--- config.mk ---
export PLATFORM = sky130hd
export DESIGN_NAME = fdct_butterfly
export DESIGN_NICKNAME = d
export VERILOG_FILES = /design/src/rtl/fdct_butterfly.sv
export SDC_FILE = /design/constraint.sdc
export NUM_CORES = 1
export LEC_CHECK = 0
export ABC_AREA = 1
export CORE_MARGIN = 2
export CORE_UTILIZATION = 55
export CTS_BUF_LIST = sky130_fd_sc_hd__clkbuf_8
export CTS_CLUSTER_DIAMETER = 120
export DETAILED_ROUTE_END_ITERATION = 16
export PLACE_DENSITY = 0.81
export SYNTH_ARGS = -nofsm -noshare
export SYNTH_HDL_FRONTEND = slang
export SYNTH_SLANG_ARGS = --single-unit
--- constraint.sdc ---
create_clock -name clk -period 1.7 [get_ports clk]
set_clock_uncertainty 0.05 [all_clocks]
set_input_delay 0.34 -clock clk [delete_from_list [all_inputs] [get_ports clk]]
set_output_delay 0.34 -clock clk [all_outputs]
set_load 0.02 [all_outputs]
--- src/rtl/fdct_butterfly.sv ---
// fdct_butterfly: two-stage multi-lane signed sum/difference butterfly with rounding shift and optional saturation
module fdct_butterfly #(
  parameter int WIDTH = 8,
  parameter int LANES = 4,
  parameter int SHIFT = 0
) (
  input  logic                     clk,
  input  logic                     rst_n,
  input  logic                     in_valid,
  output logic                     in_ready,
  input  logic                     in_sat,
  input  logic [LANES*WIDTH-1:0]   in_a,
  input  logic [LANES*WIDTH-1:0]   in_b,
  output logic                     out_valid,
  input  logic                     out_ready,
  output logic [LANES*(WIDTH+1)-1:0] out_sum,
  output logic [LANES*(WIDTH+1)-1:0] out_diff,
  output logic [2*LANES-1:0]       out_flag
);
  localparam int W2 = WIDTH + 2;
  localparam int OW = WIDTH + 1;
  localparam logic signed [W2-1:0] RND = W2'((1 << SHIFT) >> 1);
  localparam logic signed [W2-1:0] HI  = W2'((1 << (WIDTH-1)) - 1);
  localparam logic signed [W2-1:0] LO  = ~HI;

  logic s1_v_q, s1_v_d, s1_sat_q, s1_sat_d, s2_v_q, s2_v_d;
  logic [LANES-1:0][W2-1:0] s1_sum_q, s1_sum_d, s1_diff_q, s1_diff_d;
  logic [LANES*OW-1:0] sum_q, sum_d, diff_q, diff_d;
  logic [2*LANES-1:0] flag_q, flag_d;
  logic [OW:0] ps, pd;
  logic s2_adv, s1_adv, load1, load2;

  function automatic logic [W2-1:0] ext(input logic [WIDTH-1:0] v);
    return {{2{v[WIDTH-1]}}, v};
  endfunction

  // returns {clamped, value}; WIDTH+2 headroom means rounding cannot overflow
  function automatic logic [OW:0] post(input logic [W2-1:0] x, input logic sat);
    logic signed [W2-1:0] r;
    r = (signed'(x) + RND) >>> SHIFT;
    return (sat && r > HI) ? {1'b1, HI[OW-1:0]} :
           (sat && r < LO) ? {1'b1, LO[OW-1:0]} : {1'b0, r[OW-1:0]};
  endfunction

  assign s2_adv    = !s2_v_q || out_ready;
  assign s1_adv    = !s1_v_q || s2_adv;
  assign in_ready  = rst_n && s1_adv;
  assign load1     = s1_adv && in_valid;
  assign load2     = s2_adv && s1_v_q;
  assign out_valid = rst_n && s2_v_q;
  assign out_sum   = sum_q;
  assign out_diff  = diff_q;
  assign out_flag  = flag_q;

  always_comb begin
    s1_v_d    = s1_adv ? in_valid : s1_v_q;
    s1_sat_d  = load1 ? in_sat : s1_sat_q;
    s2_v_d    = s2_adv ? s1_v_q : s2_v_q;
    s1_sum_d  = s1_sum_q;
    s1_diff_d = s1_diff_q;
    sum_d     = sum_q;
    diff_d    = diff_q;
    flag_d    = flag_q;
    ps        = '0;
    pd        = '0;
    for (int i = 0; i < LANES; i++) begin
      s1_sum_d[i]  = load1 ? ext(in_a[i*WIDTH +: WIDTH]) + ext(in_b[i*WIDTH +: WIDTH]) : s1_sum_q[i];
      s1_diff_d[i] = load1 ? ext(in_a[i*WIDTH +: WIDTH]) - ext(in_b[i*WIDTH +: WIDTH]) : s1_diff_q[i];
      ps = post(s1_sum_q[i], s1_sat_q);
      pd = post(s1_diff_q[i], s1_sat_q);
      sum_d[i*OW +: OW]  = load2 ? ps[OW-1:0] : sum_q[i*OW +: OW];
      diff_d[i*OW +: OW] = load2 ? pd[OW-1:0] : diff_q[i*OW +: OW];
      flag_d[2*i]        = load2 ? ps[OW] : flag_q[2*i];
      flag_d[2*i+1]      = load2 ? pd[OW] : flag_q[2*i+1];
    end
  end

  always_ff @(posedge clk) begin
    if (!rst_n) begin
      s1_v_q    <= 1'b0;
      s1_sat_q  <= 1'b0;
      s2_v_q    <= 1'b0;
      s1_sum_q  <= '0;
      s1_diff_q <= '0;
      sum_q     <= '0;
      diff_q    <= '0;
      flag_q    <= '0;
    end else begin
      s1_v_q    <= s1_v_d;
      s1_sat_q  <= s1_sat_d;
      s2_v_q    <= s2_v_d;
      s1_sum_q  <= s1_sum_d;
      s1_diff_q <= s1_diff_d;
      sum_q     <= sum_d;
      diff_q    <= diff_d;
      flag_q    <= flag_d;
    end
  end
endmodule

# After elaboration in Yosys (flattened, before gate mapping)
# Index checks and enable logic that the tools add are counted.
[word_totals]
wordCells = 78
latchBits = 0
regBits = 163
input_bits = 69
memories = 0
ram_bits = 0
rom_bits = 0
[classes]
magnitude_cmp = 16
n_shift = 0
mul = 0
reduce_logical = 24
bitwise_logic = 0
mux = 16
n_addsub = 8
n_eq_ne = 0
div_mod_pow = 0
[op_table]
columns = ["op", "count"]
rows = [
  ["10-bit two-way mux", 16],
  ["10-bit by 8-bit > comparator with 1-bit output (second input constant)", 8],
  ["10-bit by 8-bit less-than comparator with 1-bit output (second input constant)", 8],
  ["8-bit by 8-bit adder with 9-bit output", 4],
  ["8-bit by 8-bit subtractor with 9-bit output", 4],
  ["1-bit logical AND", 20],
  ["1-bit zero test", 2],
  ["1-bit logical OR", 2],
]

# Longest topological paths before layout
[logic_depth]
word_depth = 4
depth_mapped = 12

# Worst setup path before layout
# No wires, ideal clock.
[synth_path]
kind = "input port to flip-flop"
from = "input in_a[16]"
to = "register s1_diff_q[28] in the netlist's numbering"
arrival_ps = 1432
cell_stages = 11
n_path_buf = 0
path_slack_ps = 99
cell_sequence = "inv_1 -> ha_1 -> fa_1 -> inv_1 -> nand3_1 -> nand2_1 -> nand2_1 -> nand2_1 -> nand2_1 -> nand2_1 -> a21oi_1"
[synth_via]
elab_chain_cells = 1
[synth_lines]
columns = ["item", "line_no", "rtl"]
rows = [
  ["from (decl)", "12", "input logic [LANES*WIDTH-1:0] in_a,"],
  ["8-bit by 8-bit subtractor with 9-bit output", "68", "s1_diff_d[i] = load1 ? ext(in_a[i*WIDTH +: WIDTH]) - ext(in_b[i*WIDTH +: WIDTH]) : s1_diff_q[i];"],
  ["to (signal assigned)", "93", "s1_diff_q <= s1_diff_d;"],
  ["to (decl)", "27", "logic [LANES-1:0][W2-1:0] s1_sum_q, s1_sum_d, s1_diff_q, s1_diff_d;"],
]
# No other way between the ends.
# A chain may end at the register's enable or synchronous reset.

# Worst setup path after layout
[layout_path]
from = "input in_a[17]"
to = "register s1_sum_q[24] in the netlist's numbering"
[layout_via]
elab_chain_cells = 1
[layout_lines]
columns = ["item", "line_no", "rtl"]
rows = [
  ["8-bit by 8-bit adder with 9-bit output", "67", "s1_sum_d[i] = load1 ? ext(in_a[i*WIDTH +: WIDTH]) + ext(in_b[i*WIDTH +: WIDTH]) : s1_sum_q[i];"],
  ["to (signal assigned)", "92", "s1_sum_q <= s1_sum_d;"],
  ["to (decl)", "27", ""],
]
# No other way between the ends.

==> summary.txt <==
Cells and area
  • Area Growth Syn to Fin: 33.5%
  • Fin util: 0.753
  • Share of cells above drive strength 1: 0.159
  • Layout Cells excl Fill: around 1,700
  • Final #Nets: about 1,600
  • Fill cells: between 1,000 and 1,500

CTS
  • Clock root cell: clkbuf_8
  • CTS buffer count: 17
  • CTS tree: yes
  • Clk sinks: between 150 and 200
  • Clk_lat worst skew: 450 ps
  • Reg clk slew, reported paths: about 70 ps
  • CTS Hold Bufs: 0
  • Htree depth: 4
  • CTS Buffer Depth: 2

Floorplan
  • Die X-Extent: roughly 130 um
  • # rows: 45
  • Die Area: around 0.017 mm2
  • Initial core utilization: 0.564
  • Total core area: around 0.015 mm2
  • Chip height: 129 um
  • I/O pins: roughly 150

GRT
  • Grt total ovfl: 0
  • Pin count of the biggest net entering global routing: between 40 and 50
  • Total GRT Usage: 0.271
  • Vias in the first global route: around 7,600
  • Initial antenna violation count: 1
  • First-pass GRT wire length: 36,200 um

Timing
  • Minimum clock period: 1640 ps
  • Fin. Hold Viols: 0
  • Slew @ Worst Pin: 373 ps
  • Period utilization: 0.964
  • Post-route setup slack: slightly above 60 ps
  • Fin. max-slew vios: 0
  • Final setup viols: 0
  • Slew headroom: 0.750
  • Max Fclk: slightly above 600 MHz

Route
  • Final ANT Viol Nets: 0
  • Drt drc: 0
  • Drt initial violations: 561
  • Vias per cell: 5.10
  • Detailed-route via count: 8,442
  • Pre-Repair DR Iteration Count: 5
  • WL/cell: between 10 and 15 um
  • Aggregate routed wire length: around 23,000 um

Pwr
  • Worst vdd ir: between 0.5 and 0.6 mV
  • Power Dens Cells: roughly 790 mW/mm2
  • Total power: just over 9 mW
  • Total leakage power: ~5.9 nW

Critical path
  • WP data arrival: 1940 ps
  • Crit-path most repeated cell: nand3_1
  • Worst Setup EP: s1_sum_q[24]
  • R2r worst-path depth: 5
  • Crit path kind: in -> reg
  • Critical path peak fanout: 3
  • Worst Setup SP: in_a[17]
  • Slowest CP cell: clkdlybuf4s50_1
  • Worst r2r dst: out_diff[16]
  • CP max stage delay: about 470 ps
  • Startpoint Class: input port
  • Worst setup EP type: register
  • Reg2Reg Setup Slack: ~220 ps
  • CP required: 2000 ps
  • Crit path cell chain: clkdlybuf4s50_1, buf_4, fa_2, nand3_1, nand3_1, xor2_1, o21ai_0, inv_1
  • FF-to-FF Start: s1_sat_q

Synthesis
  • Post-synth top area share: 0.351
  • Most used DFF post-synth: dfxtp_1
  • Most frequent cell after synthesis: nand2_1
  • FF+latch count, synth: roughly 150
  • Synth Net Count: between 1,000 and 1,500
  • Synthesized area per cell: roughly 7.1 um2
  • Largest area contributor in the netlist: dfxtp_1
  • Synth area leaders: dfxtp_1 35%, nand2_1 10%, ha_1 9.3%, a21oi_1 8.3%, o21ai_0 7.3%
  • Number of synthesized flops with an enable pin: 0
  • Mapped Cells: approximately 1,200
  • Top cells by count, synth: 234 x nand2_1, 163 x inv_1, 151 x dfxtp_1
  • YS warnings: 0
  • Sequential fraction of the synthesis area: 0.351
  • Count of cell types in the netlist: 30
  • Synthesized area: 0.00860 mm2
  • Synth async-reset ratio: 0

Placed design
  • Dpl ws: -534 ps
  • GPL Wtd Cong: 0.930
  • DP HPWL: roughly 17,000 um
  • Number of port buffers: 150
  • Placed instance count: roughly 1,600

Min path
  • Worst min path class: in -> reg

Status
  • Outcome: complete, no violations

Job
  • MaxCap Viol Count: 0
## cell type report
class / instances / area [um2] / area share
antenna: 1 / 2.50 / 0.000218
clock buffer: 17 / 234 / 0.0204
clock inverter: 15 / 163 / 0.0142
inverter: 174 / 658 / 0.0573
multi-input combinational: 827 / 4810 / 0.419
sequential: 151 / 3020 / 0.263
tap: 211 / 264 / 0.0230
timing repair buffer: 260 / 2320 / 0.202
## cells by family (layout without fill, tap and decap cells)
| group | count (synthesis) | after routing | share of synthesized area |
|---|---|---|---|
| simple gates | 456 | 456 | 0.233 |
| other cells | 0 | 1 | 0 |
| buf+inv | 228 | 466 | 0.119 |
| fa+ha+maj | 72 | 72 | 0.112 |
| compound gates | 275 | 275 | 0.160 |
| flops | 151 | 151 | 0.351 |
| xor+xnor | 24 | 24 | 0.0244 |
## flip-flops by register name (all words and copies together), names as in the netlist
signal / count
out_diff: 36
out_sum: 36
s1_diff_q: 34
s1_sum_q: 34
out_flag: 8
s1_sat_q: 1
s1_v_q: 1
s2_v_q: 1
## per-layer routing
| layer | global-route usage | wire length, um | vias up |
|---|---|---|---|
| li1 | - | - | 4313 |
| met1 | 0.367 | 10200 | 3789 |
| met2 | 0.443 | 10500 | 308 |
| met3 | 0.0549 | 1530 | 32 |
| met4 | 0.0710 | 317 | 0 |
| met5 | 0 | 0 | - |
## report_power, final
group	leakage, nW	switching, mW	internal, mW
registers	1.24	0.160	3.80
logic	4.44	1.35	1.08
clock network	0.198	1.32	1.43
## per-stage QoR
stage / setup TNS [ps] / hold slack (ps) / instance area (um2)
after floorplan: 0 / 390 / 8600
after global placement: -34750 / 400 / 10900
after detailed placement: -37060 / 404 / 10900
after CTS: 0 / 295 / 11200
after global routing: -16.0 / 257 / 11500
final: 0 / 248 / 11500
## critical path, delay by kind of cell
family,cells,cell delay (ps)
AO/OA/AOI/OAI,1,150
XOR/XNOR,1,170
adder cells (fa/ha/maj),1,410
buffers and inverters,3,690
AND/OR/NAND/NOR,2,170
## how the worst min path moves through the flow
stage	from	end	slack, ps	depth (start not counted)
finish	in_b[16]	s1_diff_q[20]	250	3
global placement	out_sum[10]	out_sum[10]	400	2
global route	in_b[16]	s1_diff_q[20]	260	3
detailed placement	out_diff[15]	out_diff[15]	400	2
CTS	rst_n	out_flag[6]	300	4
floorplan	s1_diff_q[21]	out_diff[19]	390	2
## placed cells by master (no fill, tap or decap), types with 3 or more instances in the layout
master | netlist | routed
o21ai_1 | 7 | 7
clkinvlp_4 | 0 | 4
inv_1 | 163 | 164
nand4_1 | 8 | 8
nand2_1 | 234 | 224
ha_4 | 0 | 11
a21oi_2 | 0 | 10
and2_1 | 4 | 4
ha_2 | 0 | 11
nand3b_1 | 3 | 3
fa_2 | 0 | 8
clkbuf_8 | 0 | 17
dlymetal6s2s_1 | 0 | 11
nor2_4 | 5 | 5
inv_2 | 9 | 9
a21oi_1 | 143 | 133
nor2_2 | 3 | 6
dfxtp_1 | 151 | 150
ha_1 | 64 | 42
clkinv_2 | 0 | 6
nor3_4 | 7 | 7
dlygate4sd2_1 | 0 | 80
nor3_1 | 9 | 9
o21ai_0 | 125 | 125
nand3_1 | 69 | 68
clkdlybuf4s50_1 | 0 | 56
buf_12 | 1 | 6
nor2_1 | 110 | 107
buf_4 | 5 | 105
bufinv_16 | 0 | 3
xor2_1 | 24 | 24
nand2_2 | 1 | 11
## repair_timing
action,4_1_cts,5_1_grt
buffers inserted,0,1
setup endpoints to repair,90,44
resized for setup,92,71
pin swaps,3,7
(Power assumes the default switching activity.)
